--- src/rtl/clk_ctrl_pkg.sv ---
// Shared types for the ClkDivider command sequencer: opcodes, response
// status codes, FSM states and the smallest legal divider value.
package clk_ctrl_pkg;

  typedef enum logic [3:0] {
    OP_NOP         = 4'd0,
    OP_SET_DIV     = 4'd1,
    OP_SET_MODE    = 4'd2,
    OP_RUN_PULSES  = 4'd3,
    OP_START_AUTO  = 4'd4,
    OP_STOP        = 4'd5,
    OP_READ_CYCLES = 4'd6,
    OP_CLR_CYCLES  = 4'd7
  } op_e;

  typedef enum logic [1:0] {
    STAT_OK      = 2'd0,
    STAT_ABORTED = 2'd1,
    STAT_BAD_OP  = 2'd2
  } status_e;

  typedef enum logic [1:0] {
    S_IDLE = 2'd0,
    S_WAIT = 2'd1,
    S_RESP = 2'd2
  } state_e;

  localparam int MIN_DIVIDER = 2;

endpackage

--- src/rtl/clk_ctrl_sequencer_sat_counter.sv ---
// Saturating up-counter with synchronous clear; clear wins over increment.
module sat_counter #(
  parameter int W = 32
) (
  input  logic         clk,
  input  logic         rst_n,
  input  logic         inc_i,
  input  logic         clr_i,
  output logic [W-1:0] count_o
);

  localparam logic [W-1:0] ONE = {{(W-1){1'b0}}, 1'b1};

  logic [W-1:0] count_q, count_d;

  // Next count: clear, else increment unless already at all ones.
  always_comb begin
    count_d = count_q;
    if (clr_i) begin
      count_d = '0;
    end else if (inc_i && (count_q != '1)) begin
      count_d = count_q + ONE;
    end
  end

  // Count register.
  always_ff @(posedge clk or negedge rst_n) begin
    if (!rst_n) begin
      count_q <= '0;
    end else begin
      count_q <= count_d;
    end
  end

  assign count_o = count_q;

endmodule

--- src/rtl/clk_ctrl_sequencer.sv ---
// Command front end for ClkDivider. Accepts one opcode/argument command at a
// time, updates the divider controls on the accept edge, follows pulse runs to
// completion or abort, and returns one response word per command.
module clk_ctrl_sequencer
  import clk_ctrl_pkg::*;
#(
  parameter int COUNTER_BITS       = 32,
  parameter int PULSE_CONTROL_BITS = 32,
  parameter int CYCLE_BITS         = 32
) (
  input  logic                          clk,
  input  logic                          rst_n,
  input  logic                          cmd_valid,
  output logic                          cmd_ready,
  input  logic [3:0]                    cmd_op,
  input  logic [31:0]                   cmd_arg,
  input  logic                          abort,
  output logic                          rsp_valid,
  input  logic                          rsp_ready,
  output logic [1:0]                    rsp_status,
  output logic [31:0]                   rsp_data,
  output logic [COUNTER_BITS-1:0]       divider_o,
  output logic [PULSE_CONTROL_BITS-1:0] pulse_o,
  output logic                          option_o,
  output logic                          out_enable_o,
  output logic                          write_pulse_o
);

  localparam logic [PULSE_CONTROL_BITS:0] REM_ONE = {{PULSE_CONTROL_BITS{1'b0}}, 1'b1};
  localparam logic [COUNTER_BITS-1:0]     DIV_MIN = COUNTER_BITS'(MIN_DIVIDER);

  // Divider values below the minimum would stall ClkDivider, so lift them.
  function automatic logic [COUNTER_BITS-1:0] clamp_div(input logic [31:0] arg);
    logic [COUNTER_BITS-1:0] v;
    v = COUNTER_BITS'(arg);
    if (v < DIV_MIN) v = DIV_MIN;
    return v;
  endfunction

  state_e                        state_q, state_d;
  logic [COUNTER_BITS-1:0]       div_q, div_d;
  logic [PULSE_CONTROL_BITS-1:0] pulse_q, pulse_d;
  logic                          opt_q, opt_d;
  logic                          oe_q, oe_d;
  logic                          wp_q, wp_d;
  logic [PULSE_CONTROL_BITS:0]   rem_q, rem_d;
  status_e                       status_q, status_d;
  logic [31:0]                   data_q, data_d;

  logic                          accept;
  logic                          run_start;
  logic [PULSE_CONTROL_BITS-1:0] arg_pulse;
  logic                          cyc_inc, cyc_clr;
  logic [CYCLE_BITS-1:0]         cyc_cnt;

  assign accept    = cmd_valid && cmd_ready;
  assign arg_pulse = PULSE_CONTROL_BITS'(cmd_arg);
  assign run_start = (cmd_op == OP_RUN_PULSES) && (arg_pulse != '0);
  assign cyc_inc   = oe_q && (opt_q || (state_q == S_WAIT));

  sat_counter #(
    .W (CYCLE_BITS)
  ) u_cycles (
    .clk     (clk),
    .rst_n   (rst_n),
    .inc_i   (cyc_inc),
    .clr_i   (cyc_clr),
    .count_o (cyc_cnt)
  );

  // FSM state register.
  always_ff @(posedge clk or negedge rst_n) begin
    if (!rst_n) begin
      state_q <= S_IDLE;
    end else begin
      state_q <= state_d;
    end
  end

  // FSM next state: runs park in WAIT, everything else answers immediately.
  always_comb begin
    state_d = state_q;
    unique case (state_q)
      S_IDLE:  if (accept) state_d = run_start ? S_WAIT : S_RESP;
      S_WAIT:  if (abort || (rem_q == REM_ONE)) state_d = S_RESP;
      S_RESP:  if (rsp_ready) state_d = S_IDLE;
      default: state_d = S_IDLE;
    endcase
  end

  // FSM outputs: commands only in IDLE (and never while reset is held).
  always_comb begin
    cmd_ready = rst_n && (state_q == S_IDLE);
    rsp_valid = (state_q == S_RESP);
  end

  // Datapath next state: command decode on accept, run tracking in WAIT.
  always_comb begin
    div_d    = div_q;
    pulse_d  = pulse_q;
    opt_d    = opt_q;
    oe_d     = oe_q;
    wp_d     = 1'b0;
    rem_d    = rem_q;
    status_d = status_q;
    data_d   = data_q;
    cyc_clr  = 1'b0;
    if (accept) begin
      status_d = STAT_OK;
      case (cmd_op)
        OP_NOP:      data_d = cmd_arg;
        OP_SET_DIV: begin
          div_d  = clamp_div(cmd_arg);
          data_d = 32'(clamp_div(cmd_arg));
        end
        OP_SET_MODE: begin
          opt_d  = cmd_arg[0];
          data_d = {31'b0, cmd_arg[0]};
        end
        OP_RUN_PULSES: begin
          if (arg_pulse == '0) begin
            data_d = '0;
          end else begin
            // One extra count covers the edge ClkDivider spends loading.
            pulse_d = arg_pulse;
            wp_d    = 1'b1;
            opt_d   = 1'b0;
            oe_d    = 1'b1;
            rem_d   = {1'b0, arg_pulse} + REM_ONE;
          end
        end
        OP_START_AUTO: begin
          opt_d  = 1'b1;
          oe_d   = 1'b1;
          data_d = '0;
        end
        OP_STOP: begin
          oe_d   = 1'b0;
          data_d = '0;
        end
        OP_READ_CYCLES: data_d = 32'(cyc_cnt);
        OP_CLR_CYCLES: begin
          cyc_clr = 1'b1;
          data_d  = 32'(cyc_cnt);
        end
        default: begin
          status_d = STAT_BAD_OP;
          data_d   = 32'(cmd_op);
        end
      endcase
    end else if (state_q == S_WAIT) begin
      rem_d = rem_q - REM_ONE;
      if (abort) begin
        oe_d     = 1'b0;
        status_d = STAT_ABORTED;
        data_d   = 32'(rem_q - REM_ONE);
      end else if (rem_q == REM_ONE) begin
        oe_d     = 1'b0;
        status_d = STAT_OK;
        data_d   = 32'(pulse_q);
      end
    end
  end

  // Datapath registers.
  always_ff @(posedge clk or negedge rst_n) begin
    if (!rst_n) begin
      div_q    <= DIV_MIN;
      pulse_q  <= '0;
      opt_q    <= 1'b0;
      oe_q     <= 1'b0;
      wp_q     <= 1'b0;
      rem_q    <= '0;
      status_q <= STAT_OK;
      data_q   <= '0;
    end else begin
      div_q    <= div_d;
      pulse_q  <= pulse_d;
      opt_q    <= opt_d;
      oe_q     <= oe_d;
      wp_q     <= wp_d;
      rem_q    <= rem_d;
      status_q <= status_d;
      data_q   <= data_d;
    end
  end

  assign divider_o     = div_q;
  assign pulse_o       = pulse_q;
  assign option_o      = opt_q;
  assign out_enable_o  = oe_q;
  assign write_pulse_o = wp_q;
  assign rsp_status    = status_q;
  assign rsp_data      = data_q;

endmodule

--- config.mk ---
export PLATFORM = sky130hd
export DESIGN_NAME = clk_ctrl_sequencer
export DESIGN_NICKNAME = d
export VERILOG_FILES = /design/src/rtl/clk_ctrl_pkg.sv /design/src/rtl/clk_ctrl_sequencer_sat_counter.sv /design/src/rtl/clk_ctrl_sequencer.sv
export SDC_FILE = /design/constraint.sdc
export NUM_CORES = 1
export LEC_CHECK = 0
export CAP_MARGIN = 5
export CORE_MARGIN = 2
export CORE_UTILIZATION = 50
export DETAILED_ROUTE_END_ITERATION = 6
export GPL_ROUTABILITY_DRIVEN = 0
export PLACE_DENSITY = 0.77
export SLEW_MARGIN = 5
export SYNTH_ARGS = -nofsm -noshare
export SYNTH_HDL_FRONTEND = slang
export SYNTH_SLANG_ARGS = --single-unit
--- constraint.sdc ---
create_clock -name clk -period 2.2 [get_ports clk]
set_clock_uncertainty 0.05 [all_clocks]
set_input_delay 0.22 -clock clk [delete_from_list [all_inputs] [get_ports clk]]
set_output_delay 0.22 -clock clk [all_outputs]
set_load 0.01 [all_outputs]
==> results_dict.tcl <==
set metrics [dict create \
    drv_slew 0 \
    run_status "complete, but fails checks" \
    vias 11175 \
    postLayoutSetupSlackWorst_ps -445 \
    synth_cell_types 77 \
    grt_setup_unrepaired "yes" \
    drive_gt1_share_pct 34.5 \
    total_clock_buffers_created_by_cts 17 \
    clk_pin_slew_ps 80 \
    drt_first_iter_violations 1841 \
    power_switching_share_pct 37.4 \
    clock-root-buffer "clkbuf_16" \
    grt_antenna_before_repair 1 \
    mappedNetlistNets 1103 \
    cts_max_path_buffers 2 \
    clk_latency_ps 440 \
    final_number_of_setup_violating_endpoints 50 \
    synth.ff_latch_count 168 \
    core_region_area_sq_mm 0.0195 \
    internal_power_w 0.00811 \
    htreeDepth 4 \
    synth_seq_area_share_pct 42.0 \
    synth_top_flop_cell "dfrtp_1" \
    power_density_mw_per_mm2 875 \
    post_place_cell_area_sq_mm 0.0132 \
    route.antenna.remaining_nets 0 \
    area_share_of_the_largest_cell_type_after_synthesis_pct 41.8 \
    chipHeight_um 145 \
    total_switching_power_w 0.00485 \
    post_synth.cell_area_avg_sq_um 9.46 \
    cts.hold.buffers_added 0 \
    num_rows 51 \
    wire_length_of_the_first_global_routing_pass_um 61300 \
    route.detailed.vias_per_inst 6.66 \
    cp.required_ps 2480 \
    number_of_enable_flip_flop_cells_after_synthesis 0 \
    tritoncts "yes" \
    track_usage_pct 37.3 \
    syn_inst 1057 \
    place.port_buffers 143 \
    timing.critical_path.fanout_max 5 \
    cts_num_sinks 168 \
    post_synth_instance_area_sq_mm 0.0100 \
    post-synth-top-area-cell "dfrtp_1" \
    cp.arrival_ps 2930 \
    worstMarginPinSlew_ps 922 \
    finalCritPeriodShare_pct 120 \
    wire_length_reported_by_the_detailed_router_um 43400 \
    layout-area-overhead-vs-synth_pct 48.1 \
    synth.top_cells.by_area "dfrtp_1, mux2_2, xnor2_1, o21ai_0, nor2_1" \
    final_net_count 1443 \
    detail_route.wl_per_cell_um 25.9 \
    route.detailed.drc 0 \
    grt-ovfl-total 0 \
    dp_hpwl_um 26900 \
    grt_start_max_net_pins 169 \
    floorplan.io_pins 144 \
    hold_path.class "in -> async" \
    pnr_total_power_w 0.0130 \
    comb_power_share_pct 40.1 \
    mostFrequentLayoutCell "buf_4" \
    clock_power_share_pct 23.3 \
    initial_utilization_pct 51.2 \
    max_clock_freq_ghz 0.378 \
    layout.filler_cells 1203 \
    grt_pass1_vias 10485 \
    critPathCaptureType "flip-flop" \
    seq_power_share_pct 36.6 \
    critical_path.startpoint_type "flip-flop" \
    max-vdd-ir-drop_mv 0.680 \
    number_of_warnings_reported_in_the_yosys_synthesis_log 0 \
    slew_headroom_pct 38.6 \
    die_boundary_width_um 145 \
    worst_path_class_setup "reg -> reg" \
    final_hold_viol_count 0 \
    post-route-min-period_ps 2640 \
    detail_route.first_pass.iterations 6 \
    design_area_sq_mm 0.0148 \
    failed_checks "negative setup slack" \
    leakage_nw 6.36 \
    synth_async_sr_flop_share_pct 100 \
    layout.cells.most_common_list "buf_4, dfrtp_1, clkdlybuf4s50_1" \
    cap_violations 0 \
    fp.dieArea_sq_mm 0.0212 \
]
-- synthesized netlist by cell type, types with 21 or more instances --
cell type  instances
nand2_1           74
o21ai_0           66
nand3_1           45
a22oi_1           25
dfrtp_1          167
a21oi_1           55
xnor2_1           45
nor4_1            29
nand4_1           22
clkbuf_1          57
o22ai_1           21
nor2_1            81
xor2_1            23
nor3_1            33
mux2_2            73
-- final timing paths --
check                                            from                         endpoint  slack, ps  cells after the start
worst min-delay path                            rst_n            rem_q[20]$_DFFE_PN0P_         50                      3
worst max-delay path            rem_q[25]$_DFFE_PN0P_         rsp_data[31]$_DFFE_PN0P_       -440                      7
worst max register to register  rem_q[25]$_DFFE_PN0P_         rsp_data[31]$_DFFE_PN0P_       -440                      7
min in group clk                          cmd_arg[30]        divider_o[30]$_DFFE_PN0P_        170                      3
max in group asynchronous                       rst_n  u_cycles.count_o[8]$_DFFE_PN0P_       1350                      3
worst min register to register  rem_q[32]$_DFFE_PN0P_            rem_q[32]$_DFFE_PN0P_        450                      1
-- sequential cells by signal, summed over array words and instances, names as in the netlist --
| name | flops |
|---|---|
| write_pulse_o | 1 |
| state_q | 2 |
| pulse_o | 32 |
| out_enable_o | 1 |
| rem_q | 33 |
| divider_o | 32 |
| u_cycles.count_o | 32 |
| rsp_status | 2 |
| option_o | 1 |
| rsp_data | 32 |
-- power by group through the flow --
stage | clock, W | sequential [W] | combinational [W]
3_3_place_gp | 0 | 0.00468 | 0.00453
6_report | 0.00302 | 0.00474 | 0.00520
2_1_floorplan | 0 | 0.00486 | 0.00191
3_5_place_dp | 0 | 0.00472 | 0.00464
5_1_grt | 0.00313 | 0.00481 | 0.00544
4_1_cts | 0.00302 | 0.00468 | 0.00486
-- logic make-up (layout without fill, tap and decap cells) --
group	after synthesis	after routing	share of synthesized area, %
other	0	2	0
AND/OR/NAND/NOR	381	384	21.1
XOR/XNOR	68	68	5.95
flip-flops	168	168	42.0
AO/OA/AOI/OAI	238	238	15.5
multiplexers	93	93	10.4
buffers and inverters	104	454	4.45
adder cells (fa/ha/maj)	5	5	0.625
-- area by class of cell --
type / instances / area [sq um] / share of cell area [%]
multi-input combinational: 788 / 5970 / 40.3
sequential: 168 / 4210 / 28.4
timing repair buffer: 402 / 3640 / 24.6
clock buffer: 17 / 425 / 2.87
tap: 265 / 332 / 2.24
clock inverter: 15 / 155 / 1.05
inverter: 20 / 75.1 / 0.507
antenna: 2 / 5.00 / 0.0338
-- routing by layer --
| layer | vias up | track usage [%] | routed length (um) |
|---|---|---|---|
| met4 | 0 | 19.3 | 3280 |
| met3 | 307 | 10.2 | 5920 |
| met1 | 5330 | 47.7 | 14800 |
| met5 | - | 0 | 0 |
| met2 | 967 | 58.4 | 19400 |
| li1 | 4571 | - | - |
-- worst max-delay path: stages (launching register included) --
cell and delay (ps):
dfrtp_1 420, nor4_1 460, buf_4 190, nand2_1 190, o2111ai_1 390, o211ai_1 200, or3_4 370, mux2_2 260
-- repair_timing --
action / in CTS / in global routing
pin swaps: 20 / 26
gates cloned: 8 / 4
setup buffers: 19 / 11
setup endpoints to repair: 108 / 115
hold endpoints to repair: 0 / 0
resized for setup: 77 / 76
-- through the flow --
step / hold WS, ps / instances / util (%) / worst slack [ps] / TNS (ps)
global placement: 418 / 1604 / 67.7 / -765 / -70970
finish: 48.2 / 1677 / 75.9 / -445 / -11300
floorplan: -126 / 1057 / - / -111 / -1880
CTS: 99.4 / 1661 / 73.6 / -188 / -3490
global route: 162 / 1676 / 75.8 / -434 / -14490
detailed placement: 419 / 1604 / 67.7 / -752 / -68450
No activity file was read; power rests on OpenSTA's default activity.
